### config.mk
export PLATFORM = sky130hd
export DESIGN_NAME = cla32_addsub_pipe
export DESIGN_NICKNAME = d
export VERILOG_FILES = /design/src/rtl/cla32_addsub_pipe.sv
export SDC_FILE = /design/constraint.sdc
export NUM_CORES = 1
export LEC_CHECK = 0
export ABC_AREA = 0
export CELL_PAD_IN_SITES_DETAIL_PLACEMENT = 2
export CELL_PAD_IN_SITES_GLOBAL_PLACEMENT = 2
export CORE_MARGIN = 2
export CORE_UTILIZATION = 28
export DETAILED_ROUTE_END_ITERATION = 8
export GPL_TIMING_DRIVEN = 0
export PLACE_DENSITY_LB_ADDON = 0.1
export SYNTH_ARGS = -nofsm -noshare
export SYNTH_HDL_FRONTEND = slang
export SYNTH_SLANG_ARGS = --single-unit
### constraint.sdc
create_clock -name clk -period 3.2 [get_ports clk]
set_clock_uncertainty 0.1 [all_clocks]
set_input_delay 0.32 -clock clk [delete_from_list [all_inputs] [get_ports clk]]
set_output_delay 0.32 -clock clk [all_outputs]
set_load 0.005 [all_outputs]
### src/rtl/cla32_addsub_pipe.sv
// rtl/cla32_addsub_pipe.sv - two-stage pipelined 32-bit CLA adder/subtractor
// Low 16-bit slice and inter-slice carry in stage 1; high slice and flags in stage 2.
module cla32_addsub_pipe #(
  parameter int SLICE = 16
) (
  input  logic               clk,
  input  logic               rst_n,
  input  logic               in_valid,
  output logic               in_ready,
  input  logic [2*SLICE-1:0] a,
  input  logic [2*SLICE-1:0] b,
  input  logic               sub,
  output logic               out_valid,
  input  logic               out_ready,
  output logic [2*SLICE-1:0] sum,
  output logic               cout,
  output logic               ovf,
  output logic               zero
);

  localparam int W = 2 * SLICE;

  // Carries into each bit of a 4-wide lookahead group, fully expanded.
  function automatic logic [3:0] la4(input logic [3:0] g, input logic [3:0] p, input logic ci);
    logic [3:0] c;
    logic       t;
    for (int i = 0; i < 4; i++) begin
      c[i] = ci;
      for (int k = 0; k < i; k++) c[i] = c[i] & p[k];
      for (int j = 0; j < i; j++) begin
        t = g[j];
        for (int k = j + 1; k < i; k++) t = t & p[k];
        c[i] = c[i] | t;
      end
    end
    return c;
  endfunction

  function automatic logic grp_g(input logic [3:0] g, input logic [3:0] p);
    return g[3] | (p[3] & g[2]) | (p[3] & p[2] & g[1]) | (p[3] & p[2] & p[1] & g[0]);
  endfunction

  // Returns {block G, block P, sum}; the slice is four 4-bit groups under a second lookahead level.
  function automatic logic [SLICE+1:0] cla16(input logic [SLICE-1:0] x, input logic [SLICE-1:0] y,
                                             input logic ci);
    logic [SLICE-1:0] g, p, s;
    logic [3:0]       gg, pp, gc, bc;
    g = x & y;
    p = x ^ y;
    for (int k = 0; k < 4; k++) begin
      gg[k] = grp_g(g[4*k +: 4], p[4*k +: 4]);
      pp[k] = &p[4*k +: 4];
    end
    gc = la4(gg, pp, ci);
    for (int k = 0; k < 4; k++) begin
      bc = la4(g[4*k +: 4], p[4*k +: 4], gc[k]);
      s[4*k +: 4] = p[4*k +: 4] ^ bc;
    end
    return {grp_g(gg, pp), &pp, s};
  endfunction

  logic [W-1:0]     beff;
  logic [SLICE+1:0] lo, hi;
  logic             c16_next, cout_next;
  logic [W-1:0]     sum_next;

  logic             s1_valid, s1_c16;
  logic [SLICE-1:0] s1_sum_lo, s1_a_hi, s1_b_hi;
  logic             s2_valid;
  logic             adv2, load1;

  assign beff      = b ^ {W{sub}};
  assign lo        = cla16(a[SLICE-1:0], beff[SLICE-1:0], sub);
  assign c16_next  = lo[SLICE+1] | (lo[SLICE] & sub);

  assign hi        = cla16(s1_a_hi, s1_b_hi, s1_c16);
  assign cout_next = hi[SLICE+1] | (hi[SLICE] & s1_c16);
  assign sum_next  = {hi[SLICE-1:0], s1_sum_lo};

  assign adv2      = s1_valid & (~s2_valid | out_ready);
  assign in_ready  = ~s1_valid | adv2;
  assign load1     = in_valid & in_ready;
  assign out_valid = s2_valid;

  always_ff @(posedge clk) begin
    if (!rst_n) begin
      s1_valid  <= 1'b0;
      s1_c16    <= 1'b0;
      s1_sum_lo <= '0;
      s1_a_hi   <= '0;
      s1_b_hi   <= '0;
      s2_valid  <= 1'b0;
      sum       <= '0;
      cout      <= 1'b0;
      ovf       <= 1'b0;
      zero      <= 1'b0;
    end else begin
      if (adv2) begin
        s2_valid <= 1'b1;
        sum      <= sum_next;
        cout     <= cout_next;
        // Overflow is judged on the conditioned operand, so one rule covers add and sub.
        ovf      <= (s1_a_hi[SLICE-1] == s1_b_hi[SLICE-1]) & (sum_next[W-1] != s1_a_hi[SLICE-1]);
        zero     <= ~|sum_next;
      end else if (out_ready) begin
        s2_valid <= 1'b0;
      end

      if (load1) begin
        s1_valid  <= 1'b1;
        s1_sum_lo <= lo[SLICE-1:0];
        s1_c16    <= c16_next;
        s1_a_hi   <= a[W-1:SLICE];
        s1_b_hi   <= beff[W-1:SLICE];
      end else if (adv2) begin
        s1_valid <= 1'b0;
      end
    end
  end

endmodule

==> run_results.csv <==
group,metric,value,unit
route,ant_nets,0,
grt,grt-ovfl-total,0,
worst_hold_path,min_to,"zero$_SDFFE_PN0P_",
sta,tns,-0.04012,ns
clocking,clkTransAtPathRegs,0.06,ns
die,fp.dieArea,18950,um2
setup_path,reg2reg_slack,-0.04,ns
placed_design,place_hpwl,13600,um
route,drt-initial-drc-count,97,
setup_path,cp-start-kind,"register",
route,vias,4574,
sta,fin_crit,3.240,ns
sta,timing.fmax,0.3086,GHz
final_layout,post-route-util,0.3944,
worst_hold_path,worstHoldPathCells,2,
synthesis,ys_seq_area_frac,0.3442,
clocking,cts_max_path_buffers,2,
route,wl,16850,um
route,remaining_drc_errors,0,
route,detail_route.wl_per_cell,18.04,um
die,core_area,17360,um2
run,maxCapViolCount,0,
final_layout,fin_nets,821,
route,firstDrtPassIters,4,
placed_design,dpl_worst_slack,-1.013,ns
status,status,"finished with violations",
sta,setup_viol_count_final,1,
synthesis,ys_warn_count,0,
sta,min_period_over_period,1.013,
synthesis,synthDistinctLibCells,49,
grt,grt_pass1_wl,26560,um
setup_path,path_cells,"ha_4 > a21o_1 > a211oi_2 > nor3_2 > o31ai_2 > nand2b_1 > fa_1 > nor4b_2 > nand2_1 > nor4_2 > nand4_1 > a21boi_1",
die,ios,106,
final_layout,drive_above_1_share,0.1100,
grt,grt_pass1_vias,4885,
clocking,cts_root_buf,"clkbuf_16",
final_layout,antenna_cells,0,
sta,fin_ws,-0.04012,ns
setup_path,end_kind,"register",
setup_path,arrival,3.42,ns
sta,hold_violations,0,
status,violations,"negative setup slack",
clocking,cts_tree,"built",
placed_design,gp_congestion,0.8134,
die,initial_core_util,0.2882,
die,die_y,137.7,um
clocking,clock_sinks,86,
synthesis,ys_async_sr_fraction,0,
synthesis,synth_area,5002,um2
die,die_x,137.7,um
setup_path,crit_family,"simple AND/OR/NAND/NOR gates",
synthesis,ys_seq_elements,86,
grt,grt_max_degree,14,
setup_path,r2r_cells,12,
setup_path,max_stage_delay,0.51,ns
setup_path,path_max_fanout,3,
pwr,power_density,435.1,nW/um2
synthesis,syn_inst,574,
setup_path,reg2reg_to,"zero$_SDFFE_PN0P_",
setup_path,startpoint,"s1_b_hi[0]$_SDFFE_PN0P_",
sta,rsz0062_at_grt,"true",
clocking,clock_latency,0.34,ns
sta,relSlewSlack,0.5786,
clocking,cts-buffers-inserted,9,
setup_path,crit_buf_inv,0,
setup_path,required,3.38,ns
route,viasPerCell,4.897,
sta,timing.final.max_slew_violations,0,
clocking,cts-hold-fix-buffers,0,
synthesis,syn_nets,690,
grt,antenna_found_initial,0,
sta,worst_pin_slew,0.6283,ns
worst_hold_path,hp-start,"zero$_SDFFE_PN0P_",
clocking,h-tree-depth,3,
synthesis,synth_top_flop_cell,"dfxtp_1",
synthesis,synth_enable_flop_cells,0,
setup_path,cp_slowest_cell,"fa_1",
final_layout,syn_to_final_growth,36.84,%
pwr,irDropWorstVdd,0.3134,mV
worst_hold_path,hp-class,"register to register",
setup_path,worstReg2RegStart,"s1_b_hi[0]$_SDFFE_PN0P_",
final_layout,n_fill_cell,1912,
synthesis,syn_avg_cell_area,8.715,um2
placed_design,portBuffers,105,
grt,grt_use_total,0.1861,
setup_path,worstSetupPathType,"register to register",
pwr,leakagePower,2.929,nW
die,rows,48,
[where the power goes]
group	switching [mW]	internal, mW
Clock	0.433	0.520
Sequential	0.0693	1.15
Combinational	0.406	0.401
[flip-flops by register name, summed over array words and instances, names as in the netlist, 16 cells and up]
register,count
s1_a_hi,16
s1_b_hi,16
s1_sum_lo,16
sum,32
[timing repair]
| item | CTS | global route |
|---|---|---|
| endpoints found under the setup margin | 11 | 7 |
| gates resized for setup | 27 | 10 |
| buffers inserted | 13 | 3 |
| pin swaps | 16 | 17 |
[cells by family (layout without fill, tap and decap cells)]
group	Yosys count	count (layout)	synth area share
and+or+nand+nor	198	198	0.1773
AOI/OAI and AO/OA	152	152	0.2324
DFF	86	86	0.3442
buffers and inverters	49	184	0.04427
adders and majority gates	47	47	0.1281
xor gates and xnor gates	41	41	0.07179
muxes	1	1	0.002001
[Yosys cell counts (2+ instances only)]
cell type	instances	area share
xor2_1	17	0.030
nor2b_1	6	0.0075
and3_1	3	0.0038
nor2_1	8	0.0060
a21o_1	8	0.012
o31ai_1	2	0.0030
nand4_1	6	0.0075
o211a_1	27	0.054
o211ai_1	4	0.0060
o21a_1	13	0.020
buf_6	2	0.0045
dfxtp_1	86	0.34
o21bai_1	2	0.0030
fa_1	7	0.028
buf_2	15	0.015
nand2_1	127	0.095
nor3_1	12	0.012
o22a_1	2	0.0035
nor4_1	5	0.0063
inv_1	19	0.014
a21oi_1	15	0.015
o21ai_1	3	0.0030
nand3_1	9	0.0090
nand2b_1	2	0.0025
xnor2_1	24	0.042
or3_1	7	0.0088
and2_1	7	0.0088
o21ai_0	11	0.011
ha_1	40	0.10
a211oi_1	3	0.0045
clkbuf_1	12	0.0090
a21boi_0	53	0.080
[worst max-delay path by stage]
| stage | cells past startpoint | end | slack (ns) |
|---|---|---|---|
| 6_report | 12 | zero$_SDFFE_PN0P_ | -0.04 |
| 5_1_grt | 12 | zero$_SDFFE_PN0P_ | -0.23 |
| 4_1_cts | 12 | zero$_SDFFE_PN0P_ | 0.004 |
| 3_5_place_dp | 17 | s1_sum_lo[15]$_SDFFE_PN0P_ | -1.01 |
| 3_3_place_gp | 17 | s1_sum_lo[15]$_SDFFE_PN0P_ | -0.85 |
| 2_1_floorplan | 16 | s1_sum_lo[15]$_SDFFE_PN0P_ | 0.001 |
[stage by stage]
step	instances	power [mW]	instance area [um2]	hold slack [ns]
floorplan	574	1.664	5022	0.3472
global placement	904	1.957	6355	0.3407
detailed placement	904	1.991	6355	0.3474
CTS	932	2.993	6805	0.3588
global route	934	3.159	6845	0.3840
finish	934	2.978	6845	0.3547
[area by class of cell]
type,count,area (um2),area share
Buffer,29,168.9,0.02468
Clock buffer,11,232.7,0.03400
Tap cell,225,281.5,0.04113
Sequential cell,86,1733,0.2532
Timing Repair Buffer,121,1167,0.1705
Clock inverter,4,25.02,0.003656
Inverter,19,71.32,0.01042
Multi-Input combinational cell,439,3166,0.4624
[cells in the final DEF, fill, tap and decap left out, types with 10 or more instances in the layout]
cell type	synthesis	final
clkdlybuf4s50_1	0	103
buf_2	15	13
buf_4	1	18
a21oi_1	15	11
clkbuf_1	12	14
dfxtp_1	86	79
xor2_1	17	16
nand2_1	127	127
ha_1	40	36
inv_1	19	19
o21a_1	13	13
a21boi_0	53	52
nor3_1	12	10
o211a_1	27	27
xnor2_1	24	24
[tightest hold or removal path, stage by stage, from the launching register on]
cell,delay [ns]
dfxtp_1,0.31
nand2_1,0.05
a21boi_1,0.05
[per-layer routing]
| metal | global-route usage | vias up | wire length (um) | share of wire |
|---|---|---|---|---|
| met3 | 0.02612 | 12 | 559 | 0.033 |
| li1 | - | 2248 | - | - |
| met1 | 0.2426 | 2230 | 7988 | 0.47 |
| met4 | 0.04639 | 0 | 185 | 0.011 |
| met2 | 0.3226 | 84 | 8116 | 0.48 |
| met5 | 0 | - | 0 | 0 |
(Power assumes the default switching activity.)
